### config.mk
export PLATFORM = sky130hd
export DESIGN_NAME = stopwatch_ctrl_flat
export DESIGN_NICKNAME = d
export VERILOG_FILES = /design/src/rtl/stopwatch_ctrl_if.sv /design/src/rtl/stopwatch_ctrl.sv /design/src/flat_wrapper.sv
export SDC_FILE = /design/constraint.sdc
export NUM_CORES = 1
export LEC_CHECK = 0
export ABC_AREA = 0
export CORE_MARGIN = 1.5
export CORE_UTILIZATION = 57
export CTS_CLUSTER_SIZE = 24
export DETAILED_ROUTE_END_ITERATION = 8
export DONT_BUFFER_PORTS = 1
export PLACE_DENSITY = 0.7
export SYNTH_ARGS = -nofsm -noshare
export SYNTH_HDL_FRONTEND = slang
export SYNTH_SLANG_ARGS = --single-unit
### constraint.sdc
create_clock -name clk -period 2.3 [get_ports clk]
set_input_delay 0.115 -clock clk [delete_from_list [all_inputs] [get_ports clk]]
set_output_delay 0.115 -clock clk [all_outputs]
set_load 0.01 [all_outputs]
### src/rtl/stopwatch_ctrl_if.sv
// Stopwatch controller bundle: divided clock inputs, buttons and switches in;
// time fields and display blanking controls out.
interface stopwatch_ctrl_if #(
  parameter int CNT_W = 6
);
  logic             clk_1hz;
  logic             clk_2hz;
  logic             clk_4hz;
  logic             btn_pause;
  logic             btn_clr;
  logic             sw_adj;
  logic             sw_sel;
  logic [CNT_W-1:0] sec;
  logic [CNT_W-1:0] min;
  logic             paused;
  logic             blank_sec;
  logic             blank_min;

  // Stimulus side: drives the wave/button/switch inputs, observes the display outputs.
  modport master (
    output clk_1hz, clk_2hz, clk_4hz, btn_pause, btn_clr, sw_adj, sw_sel,
    input  sec, min, paused, blank_sec, blank_min
  );

  // Controller side.
  modport slave (
    input  clk_1hz, clk_2hz, clk_4hz, btn_pause, btn_clr, sw_adj, sw_sel,
    output sec, min, paused, blank_sec, blank_min
  );
endinterface

### src/rtl/stopwatch_ctrl.sv
// Stopwatch mode controller and MM:SS time counter.
// Rising edges of the divided waves and the buttons are turned into registered
// one-cycle ticks; the count and mode FSM act on those ticks one cycle later.
module stopwatch_ctrl #(
  parameter int MAX_SEC = 59,
  parameter int MAX_MIN = 59,
  parameter int CNT_W   = 6
) (
  input  logic             clk,
  input  logic             rst_n,
  stopwatch_ctrl_if.slave  bus
);

  // Mode encoding; the unused code recovers to RUN.
  localparam logic [1:0] ST_RUN   = 2'd0;
  localparam logic [1:0] ST_PAUSE = 2'd1;
  localparam logic [1:0] ST_ADJ   = 2'd2;

  localparam logic [CNT_W-1:0] SEC_MAX_C = CNT_W'(MAX_SEC);
  localparam logic [CNT_W-1:0] MIN_MAX_C = CNT_W'(MAX_MIN);
  localparam logic [CNT_W-1:0] ONE_C     = CNT_W'(1);
  localparam logic [CNT_W-1:0] ZERO_C    = CNT_W'(0);

  // Increment with wrap back to zero once the terminal value is reached.
  function automatic logic [CNT_W-1:0] wrap_inc(
    input logic [CNT_W-1:0] val,
    input logic [CNT_W-1:0] lim
  );
    if (val == lim) begin
      wrap_inc = ZERO_C;
    end else begin
      wrap_inc = val + ONE_C;
    end
  endfunction

  // Edge-detect history and registered ticks
  logic prev_1hz_r, prev_2hz_r, prev_pause_r, prev_clr_r;
  logic tick_1hz_r, tick_2hz_r, tick_pause_r, tick_clr_r;
  logic clk_4hz_q_r;

  // Mode and count state
  logic [1:0]       state_r, state_nxt_s;
  logic [1:0]       resume_r, resume_nxt_s;
  logic [CNT_W-1:0] sec_r, sec_nxt_s;
  logic [CNT_W-1:0] min_r, min_nxt_s;

  // Registered outputs
  logic paused_r, blank_sec_r, blank_min_r;

  // Sample inputs once and form rising-edge ticks (held levels act only once).
  always_ff @(posedge clk or negedge rst_n) begin
    if (!rst_n) begin
      prev_1hz_r   <= 1'b0;
      prev_2hz_r   <= 1'b0;
      prev_pause_r <= 1'b0;
      prev_clr_r   <= 1'b0;
      tick_1hz_r   <= 1'b0;
      tick_2hz_r   <= 1'b0;
      tick_pause_r <= 1'b0;
      tick_clr_r   <= 1'b0;
      clk_4hz_q_r  <= 1'b0;
    end else begin
      prev_1hz_r   <= bus.clk_1hz;
      prev_2hz_r   <= bus.clk_2hz;
      prev_pause_r <= bus.btn_pause;
      prev_clr_r   <= bus.btn_clr;
      tick_1hz_r   <= bus.clk_1hz   & ~prev_1hz_r;
      tick_2hz_r   <= bus.clk_2hz   & ~prev_2hz_r;
      tick_pause_r <= bus.btn_pause & ~prev_pause_r;
      tick_clr_r   <= bus.btn_clr   & ~prev_clr_r;
      clk_4hz_q_r  <= bus.clk_4hz;
    end
  end

  // Mode transitions; ADJUST remembers which mode to go back to.
  always_comb begin
    state_nxt_s  = state_r;
    resume_nxt_s = resume_r;
    case (state_r)
      ST_RUN: begin
        if (bus.sw_adj) begin
          state_nxt_s  = ST_ADJ;
          resume_nxt_s = ST_RUN;
        end else if (tick_pause_r) begin
          state_nxt_s = ST_PAUSE;
        end else begin
          state_nxt_s = ST_RUN;
        end
      end
      ST_PAUSE: begin
        if (bus.sw_adj) begin
          state_nxt_s  = ST_ADJ;
          resume_nxt_s = ST_PAUSE;
        end else if (tick_pause_r) begin
          state_nxt_s = ST_RUN;
        end else begin
          state_nxt_s = ST_PAUSE;
        end
      end
      ST_ADJ: begin
        // Pause presses are ignored here; resume stays as captured on entry.
        if (!bus.sw_adj) begin
          state_nxt_s = resume_r;
        end else begin
          state_nxt_s = ST_ADJ;
        end
      end
      default: begin
        state_nxt_s  = ST_RUN;
        resume_nxt_s = ST_RUN;
      end
    endcase
  end

  // Count update: clear wins over any tick; the count acts on the current mode,
  // so a tick coinciding with a mode change still applies.
  always_comb begin
    sec_nxt_s = sec_r;
    min_nxt_s = min_r;
    if (tick_clr_r) begin
      sec_nxt_s = ZERO_C;
      min_nxt_s = ZERO_C;
    end else begin
      case (state_r)
        ST_RUN: begin
          if (tick_1hz_r) begin
            if (sec_r == SEC_MAX_C) begin
              sec_nxt_s = ZERO_C;
              min_nxt_s = wrap_inc(min_r, MIN_MAX_C);
            end else begin
              sec_nxt_s = sec_r + ONE_C;
              min_nxt_s = min_r;
            end
          end else begin
            sec_nxt_s = sec_r;
            min_nxt_s = min_r;
          end
        end
        ST_ADJ: begin
          // Field adjust wraps independently; no carry between fields.
          if (tick_2hz_r) begin
            if (bus.sw_sel) begin
              min_nxt_s = wrap_inc(min_r, MIN_MAX_C);
            end else begin
              sec_nxt_s = wrap_inc(sec_r, SEC_MAX_C);
            end
          end else begin
            sec_nxt_s = sec_r;
            min_nxt_s = min_r;
          end
        end
        default: begin
          sec_nxt_s = sec_r;
          min_nxt_s = min_r;
        end
      endcase
    end
  end

  // Mode and count registers; reset returns to 00:00 in RUN.
  always_ff @(posedge clk or negedge rst_n) begin
    if (!rst_n) begin
      state_r  <= ST_RUN;
      resume_r <= ST_RUN;
      sec_r    <= ZERO_C;
      min_r    <= ZERO_C;
    end else begin
      state_r  <= state_nxt_s;
      resume_r <= resume_nxt_s;
      sec_r    <= sec_nxt_s;
      min_r    <= min_nxt_s;
    end
  end

  // Status and blink outputs, built from the next mode so they line up with state_r.
  always_ff @(posedge clk or negedge rst_n) begin
    if (!rst_n) begin
      paused_r    <= 1'b0;
      blank_sec_r <= 1'b0;
      blank_min_r <= 1'b0;
    end else begin
      paused_r    <= (state_nxt_s == ST_PAUSE);
      blank_sec_r <= (state_nxt_s == ST_ADJ) & ~bus.sw_sel & clk_4hz_q_r;
      blank_min_r <= (state_nxt_s == ST_ADJ) &  bus.sw_sel & clk_4hz_q_r;
    end
  end

  assign bus.sec       = sec_r;
  assign bus.min       = min_r;
  assign bus.paused    = paused_r;
  assign bus.blank_sec = blank_sec_r;
  assign bus.blank_min = blank_min_r;

endmodule
### src/flat_wrapper.sv
// flat-port wrapper written by rule: the top's interface ports become plain ports
module stopwatch_ctrl_flat 
#(
  parameter int MAX_SEC = 59,
  parameter int MAX_MIN = 59,
  parameter int CNT_W   = 6
)
  (clk, rst_n, bus_clk_1hz, bus_clk_2hz, bus_clk_4hz, bus_btn_pause, bus_btn_clr, bus_sw_adj, bus_sw_sel, bus_sec, bus_min, bus_paused, bus_blank_sec, bus_blank_min);
  stopwatch_ctrl_if #(.CNT_W(CNT_W)) bus_i ();
  input  logic clk;
  input  logic rst_n;
  input wire logic [$bits(bus_i.clk_1hz)-1:0] bus_clk_1hz;
  input wire logic [$bits(bus_i.clk_2hz)-1:0] bus_clk_2hz;
  input wire logic [$bits(bus_i.clk_4hz)-1:0] bus_clk_4hz;
  input wire logic [$bits(bus_i.btn_pause)-1:0] bus_btn_pause;
  input wire logic [$bits(bus_i.btn_clr)-1:0] bus_btn_clr;
  input wire logic [$bits(bus_i.sw_adj)-1:0] bus_sw_adj;
  input wire logic [$bits(bus_i.sw_sel)-1:0] bus_sw_sel;
  output wire logic [$bits(bus_i.sec)-1:0] bus_sec;
  output wire logic [$bits(bus_i.min)-1:0] bus_min;
  output wire logic [$bits(bus_i.paused)-1:0] bus_paused;
  output wire logic [$bits(bus_i.blank_sec)-1:0] bus_blank_sec;
  output wire logic [$bits(bus_i.blank_min)-1:0] bus_blank_min;
  assign bus_i.clk_1hz = bus_clk_1hz;
  assign bus_i.clk_2hz = bus_clk_2hz;
  assign bus_i.clk_4hz = bus_clk_4hz;
  assign bus_i.btn_pause = bus_btn_pause;
  assign bus_i.btn_clr = bus_btn_clr;
  assign bus_i.sw_adj = bus_sw_adj;
  assign bus_i.sw_sel = bus_sw_sel;
  assign bus_sec = bus_i.sec;
  assign bus_min = bus_i.min;
  assign bus_paused = bus_i.paused;
  assign bus_blank_sec = bus_i.blank_sec;
  assign bus_blank_min = bus_i.blank_min;
  stopwatch_ctrl #(.MAX_SEC(MAX_SEC), .MAX_MIN(MAX_MIN), .CNT_W(CNT_W)) u_core (.clk(clk), .rst_n(rst_n), .bus(bus_i));
endmodule
After elaboration in Yosys (flattened, before gate mapping)
Cells that the tools add are included.
Widths: inputs -> output; s select.
{"block": "totals", "reg_bits": 28, "latchBits": 0, "ramBits": 0, "romBits": 0, "input_bits": 9, "elab_cells": 72, "memories": 0}
{"block": "classes", "addsub": 2, "multipliers": 0, "n_div": 0, "n_lt_le_gt_ge": 0, "eq_ne": 13, "n_shift": 0, "mux": 22, "n_bitwise": 14, "n_reduce_logical": 5}
{"op": "$mux 6", "n": 11}
{"op": "$pmux 6 s2", "n": 2}
{"op": "$add 6x1->6 const B", "n": 2}
{"op": "$eq 6x6->1 const B", "n": 2}
{"op": "$pmux 2 s3", "n": 2}
{"op": "$mux 2", "n": 5}
{"op": "$ne 3x1->1 const B", "n": 3}
{"op": "$and 1x1->1", "n": 8}
{"op": "$ne 3x2->1 const B", "n": 2}
{"op": "$not 1->1", "n": 6}
{"op": "$reduce_and 5->1", "n": 1}
{"op": "$eq 2x1->1 const B", "n": 2}
{"op": "$eq 2x2->1 const B", "n": 2}
{"op": "$ne 2x2->1 const B", "n": 2}
{"op": "$reduce_and 4->1", "n": 1}
{"op": "$reduce_and 3->1", "n": 1}
{"op": "$reduce_bool 3->1", "n": 1}
{"op": "$logic_not 2->1", "n": 1}
{"op": "$mux 1", "n": 2}

Longest topological paths before layout
{"block": "logic_depth", "depth_word": 6, "ltp_mapped": 5}

Worst setup path after synthesis
No wires, ideal clock.
{"block": "synth_path", "path_kind": "register -> register", "from": "register u_core.sec_r[0] (netlist: u_core.bus.sec[0])", "to": "register u_core.min_r[0] (netlist: u_core.bus.min[0])", "setup_ns": 0.125, "arrival_ns": 1.598, "required_ns": 2.175, "setup_slack_ns": 0.577, "stages_incl_launch_ff": 6, "path_buffers": 0, "synth_period_minus_slack_ns": 1.723, "cell_sequence": "dfrtp_1 > ha_1 > and4b_1 > a211oi_4 > nor3b_2 > mux2_2"}
{"block": "synth_via", "elab_chain_cells": 3}
{"element": "start, declared", "line": "stopwatch_ctrl.sv:44", "source": "logic [CNT_W-1:0] sec_r, sec_nxt_s;"}
{"element": "start signal, assigned", "line": "stopwatch_ctrl.sv:170", "source": "sec_r <= sec_nxt_s;"}
{"element": "$eq 6x6->1", "line": "stopwatch_ctrl.sv:127", "source": "if (sec_r == SEC_MAX_C) begin"}
{"element": "$ne 3x1->1 (no line)"}
{"element": "$reduce_and 5->1 (no line)"}
{"element": "end signal, assigned", "line": "stopwatch_ctrl.sv:171", "source": "min_r <= min_nxt_s;"}
{"element": "end, declared", "line": "stopwatch_ctrl.sv:45", "source": "logic [CNT_W-1:0] min_r, min_nxt_s;"}
Every way passes these cells.
A chain may end at the register's enable or synchronous reset.

Final worst setup path
Same ends and word-level chain as after synthesis.

==> results.sh <==
export IMPL_result_of_the_run="completed"
export IMPL_grt_start_max_net_pins=28
export IMPL_route_detailed_vias_per_inst=6.021
export IMPL_num_vias=873
export IMPL_wire_length_of_the_first_global_routing_pass_microns=3781
export IMPL_leakage_power_summed_over_all_cells_nw=0.5970
export IMPL_grt_pass1_vias=888
export IMPL_detail_route_iter0_violations=18
export IMPL_root_buffer="clkbuf_4"
export IMPL_grt_usage_pct=20.58
export IMPL_cts_post_setup_buffers_inserted=0
export IMPL_clk_latency_ps=330
export IMPL_numCtsBuffers=3
export IMPL_ios=24
export IMPL_layout_commonest_cell="dfrtp_1"
export IMPL_finalSetupViolCount=0
export IMPL_drc=0
export IMPL_numPortBuffers=0
export IMPL_syn2layout_area_growth_pct=12.49
export IMPL_ys_ff_latch=27
export IMPL_start_kind="flop"
export IMPL_vdd_drop_max_v=0.0004803
export IMPL_holdCritPathClass="in -> reg"
export IMPL_die_area_sq_um=2431
export IMPL_wirelength_microns=2153
export IMPL_ctsResizeCount=0
export IMPL_syn_avg_cell_area_sq_um=11.42
export IMPL_syn_nets=118
export IMPL_overall_overflow_remaining_after_global_route=0
export IMPL_hold_slack_ps=14.67
export IMPL_globalplace_congestion=0.7902
export IMPL_die_height_microns=49.31
export IMPL_postSynth_topFlopCell="dfrtp_1"
export IMPL_post_route_total_power_mw=1.000
export IMPL_dp_hpwl_microns=1473
export IMPL_synth_cell_type_count=38
export IMPL_cpMaxStageDelayCell="dfrtp_1"
export IMPL_antenna_cells=0
export IMPL_wl_per_cell_microns=14.85
export IMPL_critPathKind="reg -> reg"
export IMPL_cts_htree_levels=1
export IMPL_arr_time_crit_path_ps=2110
export IMPL_clkTransAtPathRegs_ps=150
export IMPL_postPlaceCellArea_sq_um=1245
export IMPL_timing_max_slew_rel_slack_pct=64.58
export IMPL_final_max_slew_violation_count=0
export IMPL_timing_final_ws_setup_ps=422.4
export IMPL_report_final_hold_viol_count=0
export IMPL_delay_contributed_by_the_slowest_stage_of_the_critical_path_ps=480
export IMPL_final_cells=145
export IMPL_skew_ps=9.654
export IMPL_syn_inst=107
export IMPL_utilization_pct=69.38
export IMPL_synth_enable_flop_cells=0
export IMPL_drt_antenna_violating_nets=0
export IMPL_final_min_period_over_clock_period_pct=81.63
export IMPL_final_layout_size_suffix_gt1_share_pct=10.17
export IMPL_fp_dieW_microns=49.31
export IMPL_max_cap_viol_count=0
export IMPL_yosysWarnings=0
export IMPL_dp_cells=132
export IMPL_rows=16
export IMPL_antenna_found_initial=0
export IMPL_critical_path_required_ps=2530
export IMPL_worst_slew_pin_transition_ps=531.3
export IMPL_dp_slack_ps=449.1
export IMPL_layout_cells_most_common_list="dfrtp_1 (27), nor2_1 (10), dlygate4sd3_1 (8)"
export IMPL_finalNetCount=130
export IMPL_path_cells="ha_1, and4b_1, a211oi_4, nor3b_2, mux2_2"
export IMPL_design_area_sq_um=1375
export IMPL_tritoncts_clock_tree="built"
export IMPL_core_sq_um=1982
export IMPL_post_route_min_period_ps=1878
export IMPL_firstDrtPassIters=4
export IMPL_power_density_cell_area_nw_per_um2=727.3
export IMPL_rsz0062_at_grt="no"
export IMPL_start_util_pct=61.68
export IMPL_clkSinkCount=27
export IMPL_timing_critical_path_fanout_max=7
export IMPL_longest_clk_path_bufs=2
export IMPL_synth_seq_area_share_pct=55.27
export IMPL_cp_end_kind="flop"
export IMPL_fmaxAchievable_ghz=0.5326
export IMPL_timing_setup_tns_ps=0
export IMPL_mappedNetlistArea_sq_um=1222
export IMPL_postSynth_asyncResetShare_pct=100.0
==> worst max-delay path: cells and delay by family (launching register included) <==
| family | cells | cell delay, ps |
|---|---|---|
| AO/OA/AOI/OAI | 1 | 360 |
| adder cells (fa/ha/maj) | 1 | 270 |
| flip-flops | 1 | 480 |
| multiplexers | 1 | 290 |
| AND/OR/NAND/NOR | 2 | 380 |
==> timing repair <==
action / in CTS / in global routing
endpoints found under the hold margin: 41 / 0
hold buffers: 9 / 0
endpoints found under the setup margin: 0 / 0
==> power by group <==
group | switching, mW | internal [mW] | leakage [nW]
logic | 0.0778 | 0.0831 | 0.242
clock network | 0.141 | 0.0665 | 0.0139
registers | 0.0997 | 0.532 | 0.341
total | 0.318 | 0.682 | 0.597
==> final timing paths <==
path	from	endpoint	slack, ps	depth (start not counted)
max	u_core.bus.sec[0]	u_core.bus.min[0]	420	5
min	bus_sw_adj	u_core.resume_r[0]	10	2
max reg2reg	u_core.bus.sec[0]	u_core.bus.min[0]	420	5
min reg2reg	u_core.prev_2hz_r	u_core.tick_2hz_r	400	1
max in group asynchronous	rst_n	u_core.bus.paused	1930	2
min in group asynchronous	rst_n	u_core.bus.min[1]	210	2
==> metal layers <==
layer  track usage (%)  up-vias  routed length (microns)
met5                 0        -                        0
met3             4.294       10                       72
met1             22.90      422                      885
li1                  -      414                        -
met2             34.91       27                     1107
met4             14.29        0                       88
==> kinds of logic after synthesis <==
| group | share of synthesized area [%] |
|---|---|
| muxes | 2.559 |
| buffers and inverters | 1.842 |
| adders and majority gates | 2.047 |
| DFF | 55.27 |
| AOI/OAI and AO/OA | 17.81 |
| and+or+nand+nor | 20.47 |
==> synth_stat cells, types with 3 or more instances <==
| master | number | share of area [%] |
|---|---|---|
| o21ai_1 | 3 | 1.2 |
| nor2b_1 | 5 | 2.6 |
| nand3_1 | 4 | 1.6 |
| a21oi_1 | 4 | 1.6 |
| nor2_1 | 10 | 3.1 |
| a22o_1 | 3 | 2.1 |
| inv_1 | 3 | 0.92 |
| nand2_1 | 5 | 1.5 |
| nand2b_1 | 4 | 2.0 |
| dfrtp_1 | 27 | 55 |
| o2bb2ai_1 | 3 | 2.1 |
==> final cells by class <==
cell class	count	area, sq um
clock inverter	1	7.507
timing repair buffer	9	100.1
inverter	3	11.26
clock buffer	3	22.52
multi-input combinational	75	524.3
sequential	27	675.6
tap	27	33.78
fill	141	606.8
No activity file was read; power rests on OpenSTA's default activity.
